$ cat src/rtl/top_multiplier.sv
// Self-stimulating 32x32 unsigned multiplier: LFSR and counter operands feed a
// two-stage pipeline (16x16 partial products, then shift-add) producing P.
module top_multiplier (
   input  logic        clk,
   input  logic        rst,
   output logic [31:0] A,
   output logic [31:0] B,
   output logic [63:0] P
);

   localparam logic [31:0] TAP_MASK = 32'h8020_0003;
   localparam logic [31:0] SEED     = 32'h0000_0001;

   // Right-shifting Galois step for x^32+x^22+x^2+x+1.
   function automatic logic [31:0] lfsr_next(input logic [31:0] cur);
      logic [31:0] nxt;
      nxt = {1'b0, cur[31:1]};
      if (cur[0]) begin
         nxt = nxt ^ TAP_MASK;
      end else begin
         nxt = nxt;
      end
      return nxt;
   endfunction

   logic [31:0] pp_ll_r;
   logic [31:0] pp_lh_r;
   logic [31:0] pp_hl_r;
   logic [31:0] pp_hh_r;
   logic [63:0] sum_s;

   // Operand generators: LFSR on A, free-running up-counter on B.
   always_ff @(posedge clk) begin
      if (!rst) begin
         A <= SEED;
         B <= SEED;
      end else begin
         A <= lfsr_next(A);
         B <= B + 32'd1;
      end
   end

   // Stage 1: register the four 16x16 partial products.
   always_ff @(posedge clk) begin
      if (!rst) begin
         pp_ll_r <= 32'h0;
         pp_lh_r <= 32'h0;
         pp_hl_r <= 32'h0;
         pp_hh_r <= 32'h0;
      end else begin
         pp_ll_r <= {16'h0, A[15:0]}  * {16'h0, B[15:0]};
         pp_lh_r <= {16'h0, A[15:0]}  * {16'h0, B[31:16]};
         pp_hl_r <= {16'h0, A[31:16]} * {16'h0, B[15:0]};
         pp_hh_r <= {16'h0, A[31:16]} * {16'h0, B[31:16]};
      end
   end

   // Shift-add of the partials; cross terms carry weight 2^16.
   always_comb begin
      sum_s = {32'h0, pp_ll_r}
            + {16'h0, pp_lh_r, 16'h0}
            + {16'h0, pp_hl_r, 16'h0}
            + {pp_hh_r, 32'h0};
   end

   // Stage 2: register the full 64-bit product.
   always_ff @(posedge clk) begin
      if (!rst) begin
         P <= 64'h0;
      end else begin
         P <= sum_s;
      end
   end

endmodule

$ cat config.mk
export PLATFORM = sky130hd
export DESIGN_NAME = top_multiplier
export DESIGN_NICKNAME = d
export VERILOG_FILES = /design/src/rtl/top_multiplier.sv
export SDC_FILE = /design/constraint.sdc
export NUM_CORES = 2
export LEC_CHECK = 0
export BUFFER_PORTS_ARGS = -buffer_cell sky130_fd_sc_hd__buf_4
export CAP_MARGIN = 20
export CELL_PAD_IN_SITES_DETAIL_PLACEMENT = 0
export CELL_PAD_IN_SITES_GLOBAL_PLACEMENT = 1
export CORE_MARGIN = 10
export CORE_UTILIZATION = 45
export CTS_CLUSTER_DIAMETER = 200
export DETAILED_ROUTE_END_ITERATION = 10
export GPL_ROUTABILITY_DRIVEN = 0
export PLACE_DENSITY = 0.84
export SLEW_MARGIN = 15
export SYNTH_ARGS = -nofsm -noshare
export SYNTH_HDL_FRONTEND = slang
export SYNTH_SLANG_ARGS = --single-unit
$ cat constraint.sdc
create_clock -name clk -period 9.13 [get_ports clk]
set_input_delay 0 -clock clk [delete_from_list [all_inputs] [get_ports clk]]
set_output_delay 0 -clock clk [all_outputs]
set_load 0.05 [all_outputs]
==> flow_metrics.py <==
metrics = {
    "final_layout": {
        "final_cells": 6230,
        "final_nets": 6188,
        "drive_above_1_share_pct": 5.96,
        "seqCellArea_mm2": 0.00513,
        "syn_to_final_growth_pct": 7.81,
        "fill_cells": 9133,
        "finish.utilization_pct": 48.8,
        "fin_area_mm2": 0.0472,
        "multi_input_comb_area_mm2": 0.0341,
    },
    "sta": {
        "period_needed_ns": 7.27,
        "fin_crit_sh_pct": 79.6,
        "whs_ns": 0.430,
        "hold_viol": 0,
        "tns_ns": 0,
        "rsz0062_at_grt": "no",
        "drv_slew": 0,
        "fmax_mhz": 138,
        "tightestPinTransition_ns": 1.12,
        "setup_violations": 0,
        "slew_headroom_pct": 25.1,
        "fin_skew_ns": 0.0327,
        "finalWorstSetupSlack_ns": 1.86,
    },
    "route": {
        "drcViolationCount": 0,
        "drt-total-wl_um": 120000,
        "wl_met3_um": 10600,
        "wl_met1_um": 54100,
        "dr.max_layer_used": "met5",
        "wire_per_inst_um": 19.3,
        "drtAntennaViolNets": 0,
        "firstDrtPassIters": 5,
        "via_per_inst": 5.26,
        "met2_length_um": 52600,
        "drt_iter0_drc": 2023,
        "route.vias.total": 32800,
    },
    "synth": {
        "netlist_instances": 4951,
        "ys.flop_type": "dfxtp_1",
        "synthArstFlopShare_pct": 0,
        "syn-cell-area_mm2": 0.0438,
        "syn_nets": 6211,
        "syn_avg_cell_area_um2": 8.85,
        "synth_edf_count": 0,
        "ys_ff_latch": 256,
        "synth.distinct_cells": 71,
        "yosysWarnings": 0,
        "yosysSeqAreaShare_pct": 11.7,
    },
    "power_and_ir_drop": {
        "irDropWorstVdd_mv": 0.0920,
        "leakage_nw": 24.3,
        "p_per_area_mw_per_mm2": 61.9,
        "finalPower_mw": 2.92,
    },
    "floorplan": {
        "initial_utilization_pct": 45.3,
        "die_h_um": 332,
        "rows": 114,
        "die_area_mm2": 0.110,
        "core-area_mm2": 0.0967,
        "io_pins": 130,
        "die_x_um": 332,
    },
    "grt": {
        "grt_pass1_wl_um": 195000,
        "grt.overflow.total": 0,
        "grt_max_degree": 88,
        "antenna_found_initial": 2,
        "grt_pass1_vias": 34700,
        "grtUsageTotal_pct": 22.0,
    },
    "clocking": {
        "post_cts_buffers": 0,
        "cts.sinks": 256,
        "clockRootBuffer": "clkbuf_16",
        "numCtsBuffers": 34,
        "clk_latency_ns": 0.59,
        "hold_buffers": 1,
        "postCtsResizedCells": 0,
        "cts_htree_levels": 2,
        "path_clk_slew_ns": 0.07,
        "cts.path.max_buffers": 3,
        "cts_tree": "yes",
    },
    "placed_design": {
        "io_buffers": 129,
        "dpl-instance-area_mm2": 0.0460,
        "dp_hpwl_um": 91600,
        "place_inst": 6167,
        "pre_cts_ws_ns": 1.90,
    },
    "setup_path": {
        "r2r-end": "pp_hh_r[31]$_SDFF_PN0_",
        "worst-path-max-fanout": 20,
        "critPathLaunch": "B[18]$_SDFF_PN0_",
        "end_kind": "flop",
        "start_kind": "flop",
        "reg2reg_from": "B[18]$_SDFF_PN0_",
        "critPathArrivalTime_ns": 7.68,
        "reg2regPathDepth": 20,
        "worst-setup-path-type": "flop to flop",
        "cp.required_ns": 9.54,
        "reg2reg_slack_ns": 1.86,
    },
    "worst_hold_path": {
        "min_from": "pp_ll_r[0]$_SDFF_PN0_",
        "min_path_cells": 1,
        "whs_endpoint": "P[0]$_SDFF_PN0_",
        "hold_class": "flop to flop",
    },
    "run_status": {
        "outcome": "completed",
    },
    "run": {
        "drv_cap": 0,
    },
}
[worst max-delay path by stage]
| stage | endpoint | slack (ns) | cells past startpoint |
|---|---|---|---|
| 4_1_cts | pp_hh_r[31]$_SDFF_PN0_ | 1.89 | 20 |
| 3_5_place_dp | pp_hh_r[31]$_SDFF_PN0_ | 1.90 | 20 |
| 5_1_grt | pp_hh_r[31]$_SDFF_PN0_ | 1.47 | 20 |
| 3_3_place_gp | pp_hh_r[31]$_SDFF_PN0_ | 2.01 | 20 |
| 6_report | pp_hh_r[31]$_SDFF_PN0_ | 1.86 | 20 |
| 2_1_floorplan | pp_lh_r[31]$_SDFF_PN0_ | 2.69 | 23 |
[layer usage]
metal / track usage, % / vias up
met2: 34.1 / 1171
li1: - / 15000
met3: 4.85 / 168
met4: 5.07 / 2
met5: 0 / -
met1: 31.1 / 16400
[sequential cells by signal, summed over array words and instances (netlist names)]
name and cells:
P 64, A 32, B 32, pp_hh_r 32, pp_hl_r 32, pp_lh_r 32
pp_ll_r 32
[kinds of logic after synthesis]
| group | Yosys count | share of synthesized area [%] |
|---|---|---|
| adder cells (fa/ha/maj) | 1258 | 49.8 |
| AND/OR/NAND/NOR | 1616 | 18.1 |
| AO/OA/AOI/OAI | 453 | 6.87 |
| XOR/XNOR | 145 | 2.90 |
| multiplexers | 12 | 0.274 |
| buffers and inverters | 1211 | 10.4 |
| flip-flops | 256 | 11.7 |
[worst max-delay path, stage by stage (launching register included)]
cell	delay (ns)
dfxtp_1	0.82
buf_4	0.37
nand2_1	0.11
fa_1	0.51
fa_1	0.57
fa_1	0.45
fa_1	0.55
inv_1	0.05
fa_1	0.47
inv_1	0.05
fa_1	0.47
inv_1	0.04
ha_1	0.33
a21o_1	0.18
a31oi_1	0.20
a21boi_0	0.54
o211ai_1	0.21
a21oi_1	0.62
o21bai_1	0.24
mux2i_1	0.17
o311ai_0	0.14
[cells in the final DEF, fill, tap and decap left out, types with 7 or more instances in the layout]
| master | netlist | routed |
|---|---|---|
| nor2_1 | 200 | 200 |
| buf_4 | 0 | 209 |
| a21o_1 | 80 | 80 |
| nand3_1 | 33 | 33 |
| o21ai_0 | 79 | 79 |
| or3_1 | 21 | 21 |
| dfxtp_1 | 256 | 254 |
| fa_1 | 809 | 809 |
| inv_1 | 941 | 940 |
| nor4_1 | 7 | 7 |
| o211ai_1 | 15 | 15 |
| nor3b_1 | 8 | 8 |
| mux2i_1 | 12 | 12 |
| clkbuf_16 | 0 | 35 |
| o21a_1 | 18 | 18 |
| nand4_1 | 34 | 34 |
| nand2_1 | 656 | 656 |
| o2111ai_1 | 7 | 7 |
| a21oi_1 | 125 | 125 |
| nand2b_1 | 26 | 26 |
| xnor2_1 | 84 | 84 |
| ha_1 | 449 | 449 |
| xor2_1 | 61 | 61 |
| a211oi_1 | 24 | 24 |
| o21bai_1 | 22 | 22 |
| a31oi_1 | 20 | 20 |
| nor3_1 | 34 | 34 |
| and3_1 | 26 | 26 |
| and2_1 | 548 | 548 |
[Yosys cell counts, types with 7 or more instances]
cell type	instances	area share, %
xnor2_1	84	1.7
o211ai_1	15	0.26
nor3_1	34	0.39
and2_1	548	7.8
or3_1	21	0.30
xor2_1	61	1.2
nand3_1	33	0.38
nand2_1	656	5.6
o21a_1	18	0.31
nand2b_1	26	0.37
a211oi_1	24	0.41
a31oi_1	20	0.29
nor3b_1	8	0.14
a21o_1	80	1.4
dfxtp_1	256	12
nand4_1	34	0.49
and3_1	26	0.37
ha_1	449	13
a21oi_1	125	1.4
clkbuf_1	258	2.2
nor4_1	7	0.10
o2111ai_1	7	0.14
inv_1	941	8.1
o21ai_0	79	0.90
mux2i_1	12	0.27
nor2_1	200	1.7
o21bai_1	22	0.38
fa_1	809	37
[area by class of cell]
class / count / area share (%)
timing repair buffer: 211 / 3.35
clock inverter: 20 / 0.638
tap: 1276 / 3.38
sequential: 256 / 10.9
clock buffer: 41 / 2.01
antenna: 1 / 0.00530
inverter: 941 / 7.49
multi-input combinational: 3484 / 72.3
[power breakdown]
part           switching (mW)  internal (mW)  total, mW
Sequential             0.0372           1.13       1.17
Clock                   0.609          0.922       1.53
Combinational           0.163         0.0602      0.223
Total                   0.810           2.11       2.92
(Power assumes the default switching activity.)
